### src/rtl/pipelined_segmented_adder.sv
// Pipelined add/subtract unit. The carry chain is cut into NUM_STAGES registered
// segments. A global valid/ready stall holds every stage together.
module pipelined_segmented_adder #(
  parameter int DATA_WIDTH = 32,
  parameter int NUM_STAGES = 4
) (
  input  logic                  clk,
  input  logic                  rst,
  input  logic                  valid_in,
  output logic                  ready_in,
  input  logic [DATA_WIDTH-1:0] a_in,
  input  logic [DATA_WIDTH-1:0] b_in,
  input  logic                  carry_in,
  input  logic                  sub_in,
  output logic                  valid_out,
  input  logic                  ready_out,
  output logic [DATA_WIDTH-1:0] sum_out,
  output logic                  carry_out,
  output logic                  overflow_out,
  output logic                  zero_out
);

  localparam int SEG_W     = DATA_WIDTH / NUM_STAGES;
  localparam int SUM_BITS  = SEG_W * NUM_STAGES * (NUM_STAGES + 1) / 2;
  localparam int SKEW_W    = SEG_W * NUM_STAGES * (NUM_STAGES - 1) / 2;
  localparam int SKEW_BITS = (SKEW_W > 0) ? SKEW_W : 1;

  if ((NUM_STAGES < 1) || (NUM_STAGES > DATA_WIDTH) || ((DATA_WIDTH % NUM_STAGES) != 0)) begin : g_param_check
    $error("pipelined_segmented_adder: DATA_WIDTH must be a multiple of NUM_STAGES");
  end

  // Stage k keeps the finished low (k+1) segments; the flat vector packs them.
  function automatic int sum_off(input int k);
    return SEG_W * k * (k + 1) / 2;
  endfunction

  // Stage k keeps the not-yet-added upper operand segments (NUM_STAGES-1-k of them).
  function automatic int skew_off(input int k);
    return SEG_W * (k * (NUM_STAGES - 1) - k * (k - 1) / 2);
  endfunction

  logic                  adv;
  logic [DATA_WIDTH-1:0] b_eff;
  logic                  carry_eff;

  wire [NUM_STAGES-1:0] stg_valid;
  wire [NUM_STAGES-1:0] stg_carry;
  wire [NUM_STAGES-1:0] stg_a_msb;
  wire [NUM_STAGES-1:0] stg_b_msb;
  wire [SUM_BITS-1:0]   stg_sum;
  wire [SKEW_BITS-1:0]  stg_a_skew;
  wire [SKEW_BITS-1:0]  stg_b_skew;
  wire                  stg_zero;

  assign adv       = !valid_out || ready_out;
  assign ready_in  = adv;
  assign b_eff     = sub_in ? ~b_in : b_in;
  assign carry_eff = sub_in ? 1'b1 : carry_in;

  if (NUM_STAGES == 1) begin : g_no_skew
    assign stg_a_skew = '0;
    assign stg_b_skew = '0;
  end

  for (genvar k = 0; k < NUM_STAGES; k++) begin : g_stage
    localparam int HI   = (k + 1) * SEG_W;
    localparam int SOFF = sum_off(k);

    logic             valid_i;
    logic             carry_i;
    logic             a_msb_i;
    logic             b_msb_i;
    logic [SEG_W-1:0] seg_a;
    logic [SEG_W-1:0] seg_b;
    logic [SEG_W:0]   seg_res;
    logic [HI-1:0]    sum_d;
    logic             load;

    logic             valid_r;
    logic             carry_r;
    logic             a_msb_r;
    logic             b_msb_r;
    logic [HI-1:0]    sum_r;

    if (k == 0) begin : g_head
      assign valid_i = valid_in;
      assign carry_i = carry_eff;
      assign a_msb_i = a_in[DATA_WIDTH-1];
      assign b_msb_i = b_eff[DATA_WIDTH-1];
      assign seg_a   = a_in[SEG_W-1:0];
      assign seg_b   = b_eff[SEG_W-1:0];
      assign sum_d   = seg_res[SEG_W-1:0];
    end else begin : g_body
      localparam int LO = k * SEG_W;
      assign valid_i = stg_valid[k-1];
      assign carry_i = stg_carry[k-1];
      assign a_msb_i = stg_a_msb[k-1];
      assign b_msb_i = stg_b_msb[k-1];
      assign seg_a   = stg_a_skew[skew_off(k-1) +: SEG_W];
      assign seg_b   = stg_b_skew[skew_off(k-1) +: SEG_W];
      assign sum_d   = {seg_res[SEG_W-1:0], stg_sum[sum_off(k-1) +: LO]};
    end

    assign seg_res = {1'b0, seg_a} + {1'b0, seg_b} + {{SEG_W{1'b0}}, carry_i};
    // Data registers load only for real beats; bubbles move just the valid bit.
    assign load    = adv && valid_i;

    always_ff @(posedge clk or posedge rst) begin
      if (rst) begin
        valid_r <= 1'b0;
        carry_r <= 1'b0;
        a_msb_r <= 1'b0;
        b_msb_r <= 1'b0;
        sum_r   <= '0;
      end else begin
        if (adv) begin
          valid_r <= valid_i;
        end
        if (load) begin
          carry_r <= seg_res[SEG_W];
          a_msb_r <= a_msb_i;
          b_msb_r <= b_msb_i;
          sum_r   <= sum_d;
        end
      end
    end

    assign stg_valid[k]         = valid_r;
    assign stg_carry[k]         = carry_r;
    assign stg_a_msb[k]         = a_msb_r;
    assign stg_b_msb[k]         = b_msb_r;
    assign stg_sum[SOFF +: HI]  = sum_r;

    if (k < NUM_STAGES - 1) begin : g_skew
      localparam int REM = DATA_WIDTH - HI;
      logic [REM-1:0] a_rem_d;
      logic [REM-1:0] b_rem_d;
      logic [REM-1:0] a_rem_r;
      logic [REM-1:0] b_rem_r;

      if (k == 0) begin : g_src_in
        assign a_rem_d = a_in[DATA_WIDTH-1:SEG_W];
        assign b_rem_d = b_eff[DATA_WIDTH-1:SEG_W];
      end else begin : g_src_prev
        assign a_rem_d = stg_a_skew[skew_off(k-1) + SEG_W +: REM];
        assign b_rem_d = stg_b_skew[skew_off(k-1) + SEG_W +: REM];
      end

      always_ff @(posedge clk or posedge rst) begin
        if (rst) begin
          a_rem_r <= '0;
          b_rem_r <= '0;
        end else if (load) begin
          a_rem_r <= a_rem_d;
          b_rem_r <= b_rem_d;
        end
      end

      assign stg_a_skew[skew_off(k) +: REM] = a_rem_r;
      assign stg_b_skew[skew_off(k) +: REM] = b_rem_r;
    end

    if (k == NUM_STAGES - 1) begin : g_tail
      logic zero_r;
      always_ff @(posedge clk or posedge rst) begin
        if (rst) begin
          zero_r <= 1'b0;
        end else if (load) begin
          zero_r <= (sum_d == '0);
        end
      end
      assign stg_zero = zero_r;
    end
  end

  assign valid_out    = stg_valid[NUM_STAGES-1];
  assign sum_out      = stg_sum[sum_off(NUM_STAGES-1) +: DATA_WIDTH];
  assign carry_out    = stg_carry[NUM_STAGES-1];
  assign zero_out     = stg_zero;
  assign overflow_out = (stg_a_msb[NUM_STAGES-1] == stg_b_msb[NUM_STAGES-1]) &&
                        (sum_out[DATA_WIDTH-1] != stg_a_msb[NUM_STAGES-1]);

endmodule

### config.mk
export PLATFORM = sky130hd
export DESIGN_NAME = pipelined_segmented_adder
export DESIGN_NICKNAME = d
export VERILOG_FILES = /design/src/rtl/pipelined_segmented_adder.sv
export SDC_FILE = /design/constraint.sdc
export NUM_CORES = 1
export LEC_CHECK = 0
export CORE_MARGIN = 3
export CORE_UTILIZATION = 45
export CTS_CLUSTER_DIAMETER = 40
export CTS_CLUSTER_SIZE = 40
export DETAILED_ROUTE_END_ITERATION = 8
export PLACE_DENSITY_LB_ADDON = 0.25
export SETUP_SLACK_MARGIN = 0.1
export SKIP_CTS_REPAIR_TIMING = 1
export SLEW_MARGIN = 20
export SYNTH_ARGS = -nofsm -noshare
export SYNTH_HDL_FRONTEND = slang
export SYNTH_SLANG_ARGS = --single-unit
### constraint.sdc
create_clock -name clk -period 10.3 [get_ports clk]
set_clock_uncertainty 0.15 [all_clocks]
set_input_delay 1.03 -clock clk [delete_from_list [all_inputs] [get_ports clk]]
set_output_delay 1.03 -clock clk [all_outputs]
set_load 0.02 [all_outputs]
==> run_results.csv, run 1 <==
group,metric,value,unit
critical_path,crit_arrival,3.87,ns
die,die_height,143,um
clocking,cts_made_buffers,17,
clocking,clockBufferDepth,2,
power_and_ir_drop,p_int,2.07,mW
synthesis,syn_inst,673,
clocking,clk_latency,0.41,ns
detailed_routing,ant_nets,0,
critical_path,crit_type,"input port to register",
detailed_routing,wl,16000,um
detailed_routing,via_count,5288,
outcome,status,"completed",
final_layout,drive_gt1_frac,0.188,
synthesis,yosys_warnings,0,
clocking,clock-root-buffer,"clkbuf_16",
critical_path,required,10.43,ns
global_route,use_met3,0.0385,
timing,fmax,267,MHz
global_route,grt_use_met2,0.288,
final_layout,num_antenna_cells,0,
synthesis,synth_cell_type_count,45,
detailed_routing,firstDrtPassIters,4,
power_and_ir_drop,cellPowerDensity,312,mW/mm2
critical_path,r2r-start,"g_stage[0].g_skew.a_rem_r[0]",
clocking,cts_tree,"done",
synthesis,synth_seq_cells,187,
critical_path,r2r-end,"g_stage[1].carry_r",
synthesis,synth-edff-count,0,
placed_design,gp_congestion,0.822,
clocking,clock_sinks,187,
hold_path,hp-class,"register to register",
detailed_routing,drc,0,
detailed_routing,viasPerCell,5.21,
clocking,cts.clk_slew.worst_paths,0.07,ns
timing,tightest_slew,0.974,ns
timing,min_period,3.74,ns
final_layout,final_cell_mix,"187 x dfrtp_1, 106 x mux2_2, 105 x clkdlybuf4s50_1",
synthesis,ys.flop_type,"dfrtp_1",
power_and_ir_drop,p_sw_frac,0.352,
hold_path,hold_path.startpoint,"g_stage[0].g_skew.b_rem_r[17]",
die,initial_utilization,0.464,
placed_design,io_buffers,106,
detailed_routing,drt_iter0_markers,222,
final_layout,fin_nets,879,
clocking,htreeDepth,4,
critical_path,worstPathMaxFanout,33,
global_route,antenna_found_initial,0,
synthesis,async_reset_ff_frac,1.00,
power_and_ir_drop,ir_drop,0.000120,V
critical_path,startpoint_type,"input port",
global_route,grt_pass1_wl,26900,um
placed_design,hpwl,11500,um
power_and_ir_drop,p_clk_frac,0.192,
hold_path,whs_path_depth,2,
timing,rsz0062_at_grt,"false",
timing,fin_tns_setup,0,ns
power_and_ir_drop,power,3.20,mW
global_route,top_usage_layer,"met2",
run,maxCapViolCount,0,
die,num_rows,49,
critical_path,ff2ff_setup_slack,7.86,ns
critical_path,reg2reg_depth,10,
synthesis,syn_nets,779,
power_and_ir_drop,switchingPower,1.13,mW
die,core_area,0.0182,mm2
final_layout,area_growth,21.3,%
timing,finalCritPeriodShare,0.363,
die,dieArea,0.0204,mm2
global_route,grt_pass1_vias,5457,
global_route,grt_usage,0.166,
timing,drv_slew,0,
synthesis,synth-seq-area-share,0.554,
synthesis,synth_area_per_cell,12.5,um2
detailed_routing,wl_per_cell,15.7,um
synthesis,syn_area,0.00844,mm2
global_route,grt_max_degree,113,
final_layout,final_common_cell,"dfrtp_1",
die,die_w,143,um
power_and_ir_drop,p_comb_frac,0.410,
die,io_pins,107,
global_route,overflow,0,
timing,relSlewSlack,0.350,
critical_path,crit_path_end_kind,"register",
power_and_ir_drop,p_leak,4.47,nW
power_and_ir_drop,p_seq_frac,0.398,
timing,setup_viol,0,
final_layout,utilization,0.562,
hold_path,holdPathEnd,"g_stage[0].g_skew.b_rem_r[17]",
timing,hold_viol_final,0,
global_route,grtUsageMet1,0.211,
## worst max-delay path by stage
stage,start,slack (ns),to
floorplan,rst,4.03,carry_out
global placement,sub_in,6.19,g_stage[0].carry_r
detailed placement,sub_in,6.07,g_stage[0].carry_r
CTS,sub_in,6.51,g_stage[0].carry_r
global route,sub_in,6.26,g_stage[0].carry_r
finish,sub_in,6.56,g_stage[0].carry_r
## critical path: stages
cell and delay (ns):
buf_2 0.70, xor2_1 0.19, fa_1 0.47, fa_1 0.41
a21oi_1 0.15, o21bai_1 0.13, a211oi_1 0.37, o21bai_1 0.12
a211oi_1 0.23, a21oi_1 0.06
## cell usage after synthesis, types with 3 or more instances
library cell	count	area, um2
a211oi_1	4	30.0
a21o_1	4	30.0
a21oi_1	13	65.1
buf_2	20	100
buf_4	3	22.5
clkbuf_1	5	18.8
dfrtp_1	187	4680
fa_1	8	160
ha_1	28	350
inv_1	25	93.8
mux2_1	21	236
mux2_2	106	1190
nand2_1	60	225
nand3_1	4	20.0
nand4_1	3	18.8
nor2_1	15	56.3
nor2b_1	4	25.0
nor3_1	9	45.0
nor4_1	6	37.5
o21a_1	7	52.6
o21ai_0	39	195
o21ai_1	17	85.1
o21bai_1	7	52.6
o31ai_1	6	45.0
xnor2_1	33	289
xor2_1	15	131
## metrics by stage
step                      hold WS, ns  setup slack (ns)  cells  cell area, um2
after floorplan                 0.293              4.03    673            8440
after global placement          0.310              6.19    983            9680
after detailed placement        0.318              6.07    983            9680
after CTS                       0.333              6.51   1015           10200
after global routing            0.358              6.26   1015           10200
final                           0.325              6.56   1015           10200
## final cells by class
class	instances	area [um2]
Tap cell	229	287
Timing Repair Buffer	110	1090
Fill cell	1522	7970
Multi-Input combinational cell	432	3540
Clock buffer	19	433
Clock inverter	13	119
Inverter	25	98.8
Sequential cell	187	4680
## power groups by stage
stage / registers, mW / logic (mW) / clock network (mW)
2_1_floorplan: 1.29 / 0.899 / 0
3_3_place_gp: 1.27 / 1.27 / 0
3_5_place_dp: 1.29 / 1.32 / 0
4_1_cts: 1.28 / 1.33 / 0.630
5_1_grt: 1.32 / 1.46 / 0.663
6_report: 1.27 / 1.31 / 0.613
## cell families (layout without fill, tap and decap cells)
| logic type | count (synthesis) | in the layout | share of synthesized area |
|---|---|---|---|
| buf+inv | 54 | 167 | 0.0283 |
| mux | 128 | 128 | 0.171 |
| compound gates | 110 | 110 | 0.0781 |
| flops | 187 | 187 | 0.554 |
| xor+xnor | 48 | 48 | 0.0498 |
| fa+ha+maj | 36 | 36 | 0.0605 |
| simple gates | 110 | 110 | 0.0585 |
## per-layer routing
layer | share of wire | routed length, um | vias to the layer above
li1 | - | - | 2548
met1 | 0.44 | 7040 | 2634
met2 | 0.51 | 8190 | 93
met3 | 0.036 | 581 | 13
met4 | 0.010 | 161 | 0
met5 | 0 | 0 | -
## state kept, by name, indices dropped and copies added, names as in the netlist
name                    flops
g_stage.sum_r              48
g_stage.g_skew.a_rem_r     45
g_stage.g_skew.b_rem_r     45
sum_out                    32
g_stage.a_msb_r             4
g_stage.b_msb_r             4
g_stage.carry_r             3
g_stage.valid_r             3
carry_out                   1
valid_out                   1
zero_out                    1
No activity file was read; power rests on OpenSTA's default activity.
==> inputs of run 2 (changes only) <==
==> constraint.sdc (replaced) <==
create_clock -name clk -period 3.5 [get_ports clk]
set_clock_uncertainty 0.15 [all_clocks]
set_input_delay 0.35 -clock clk [delete_from_list [all_inputs] [get_ports clk]]
set_output_delay 0.35 -clock clk [all_outputs]
set_load 0.02 [all_outputs]
==> run 2 against run 1 <==
Utilization up 0.72 points. Critical path depth did not move. Via count fell by 0.72%. Combinational power rose to 3.0 times the previous value. Total power increased to 3.0 times the previous value.
==> run_results.csv, run 2 (synthesis gave the netlist of run 1 again) <==
group,metric,value,unit
outcome,status,"completed",
detailed_routing,wl,16000,um
timing,min_period,2.70,ns
critical_path,crit_type,"input port to register",
final_layout,fin_nets,887,
die,dieArea,0.0204,mm2
power_and_ir_drop,switchingPower,3.29,mW
clocking,clockBufferDepth,2,
clocking,cts_tree,"done",
timing,whs,0.268,ns
critical_path,slowest_delay,0.42,ns
die,die_height,143,um
power_and_ir_drop,cellPowerDensity,915,mW/mm2
hold_path,hp-class,"input port to asynchronous set/reset pin",
final_layout,utilization,0.570,
power_and_ir_drop,p_comb_frac,0.413,
die,num_rows,49,
final_layout,area_growth,22.8,%
final_layout,filler_cell_count,1501,
timing,setup_viol,0,
timing,fin_tns_setup,0,ns
final_layout,final_cell_mix,"187 x dfrtp_1, 106 x mux2_2, 105 x clkdlybuf4s50_1",
run,maxCapViolCount,0,
global_route,grt_max_degree,65,
power_and_ir_drop,ir_drop,0.000396,V
clocking,clock_sinks,187,
final_layout,top_regs,"g_stage.sum_r: 48 flops, g_stage.g_skew.a_rem_r: 45 flops, g_stage.g_skew.b_rem_r: 45 flops",
clocking,clock-root-buffer,"clkbuf_16",
clocking,cts.clk_slew.worst_paths,0.07,ns
detailed_routing,drc,0,
timing,finalCritPeriodShare,0.771,
timing,relSlewSlack,0.333,
timing,tightest_slew,0.996,ns
critical_path,startpoint_type,"input port",
placed_design,hpwl,11700,um
final_layout,fin_cells,1023,
detailed_routing,via_count,5250,
clocking,htreeDepth,4,
global_route,grt_pass1_wl,26800,um
critical_path,worstPathMaxFanout,3,
final_layout,num_antenna_cells,0,
power_and_ir_drop,p_sw_frac,0.347,
detailed_routing,viasPerCell,5.13,
clocking,cts_made_buffers,17,
final_layout,largest_register_ffs,48,
critical_path,crit_arrival,2.83,ns
power_and_ir_drop,p_seq_frac,0.394,
critical_path,required,3.64,ns
die,die_w,143,um
global_route,grt_pass1_vias,5497,
detailed_routing,wl_per_cell,15.6,um
critical_path,path_cells,"clkdlybuf4s50_1 -> or2_2 -> fa_1 -> fa_1 -> a21oi_1 -> o21bai_1 -> a211oi_1 -> o21bai_1 -> a211oi_1 -> a21oi_1",
timing,hold_viol_final,0,
detailed_routing,firstDrtPassIters,4,
critical_path,crit_path_end_kind,"register",
placed_design,io_buffers,106,
global_route,antenna_found_initial,1,
final_layout,final_common_cell,"dfrtp_1",
power_and_ir_drop,power,9.49,mW
placed_design,dp_cells,991,
die,core_area,0.0182,mm2
global_route,grt_usage,0.166,
timing,drv_slew,0,
timing,fmax,371,MHz
die,initial_utilization,0.464,
die,io_pins,107,
detailed_routing,drt_iter0_markers,182,
power_and_ir_drop,p_int,6.20,mW
final_layout,drive_gt1_frac,0.195,
critical_path,slowest_stage,"fa_1",
global_route,overflow,0,
timing,rsz0062_at_grt,"false",
power_and_ir_drop,p_clk_frac,0.193,
clocking,clk_latency,0.42,ns
final_layout,top_register,"g_stage.sum_r",
power_and_ir_drop,p_leak,4.52,nW
placed_design,gp_congestion,0.782,
detailed_routing,ant_nets,0,
==> run 2: cell types whose count changed in the layout (fill, tap and decap cells not counted), sizes merged <==
| cell | before | now |
|---|---|---|
| clkinv | 8 | 4 |
| buf | 5 | 13 |
| clkinvlp | 1 | 4 |
| inv | 28 | 25 |
| clkbuf | 19 | 23 |
==> run 2: stage by stage <==
| step | cell area [um2] | setup WS [ns] |
|---|---|---|
| floorplan | 8450 | 0.527 |
| global placement | 9800 | 0.402 |
| detailed placement | 9800 | 0.366 |
| CTS | 10400 | 0.806 |
| global route | 10400 | 0.660 |
| finish | 10400 | 0.801 |
==> run 2: path summary, 6_finish.rpt <==
| path | slack (ns) | from | cells past startpoint | endpoint |
|---|---|---|---|---|
| max | 0.80 | carry_in | 10 | g_stage[0].carry_r |
| min | 0.27 | rst | 2 | sum_out[19] |
| max reg2reg | 1.06 | g_stage[0].carry_r | 10 | g_stage[1].carry_r |
| min reg2reg | 0.33 | g_stage[0].g_skew.b_rem_r[19] | 2 | g_stage[0].g_skew.b_rem_r[19] |
| max in group asynchronous | 2.17 | rst | 3 | g_stage[2].sum_r[9] |
| min in group clk | 0.33 | g_stage[0].g_skew.b_rem_r[19] | 2 | g_stage[0].g_skew.b_rem_r[19] |
==> run 2: layout make-up <==
class	instances	area, um2	share of cell area
Sequential cell	187	4680	0.451
Multi-Input combinational cell	432	3530	0.341
Timing Repair Buffer	118	1210	0.117
Clock buffer	23	478	0.0461
Tap cell	229	287	0.0276
Inverter	25	97.6	0.00941
Clock inverter	9	88.8	0.00857
==> run 2: routing by layer <==
metal  vias up  GRT usage  wire length (um)
li1       2559          -                 -
met1      2596      0.212              7120
met2        82      0.286              8150
met3        11     0.0409               563
met4         2     0.0405               143
met5         -          0                13
==> run 2: power by group through the flow <==
stage               registers (mW)  logic [mW]  clock network (mW)
detailed placement            3.79        3.95                   0
global route                  3.86        4.37                1.97
CTS                           3.75        3.98                1.88
floorplan                     3.80        2.65                   0
global placement              3.73        3.82                   0
finish                        3.74        3.92                1.83
==> run 2: worst max-delay path: cells and delay by family <==
family,cells,cell delay (ns)
compound gates,6,0.99
fa+ha+maj,2,0.82
buf+inv,1,0.39
simple gates,1,0.28
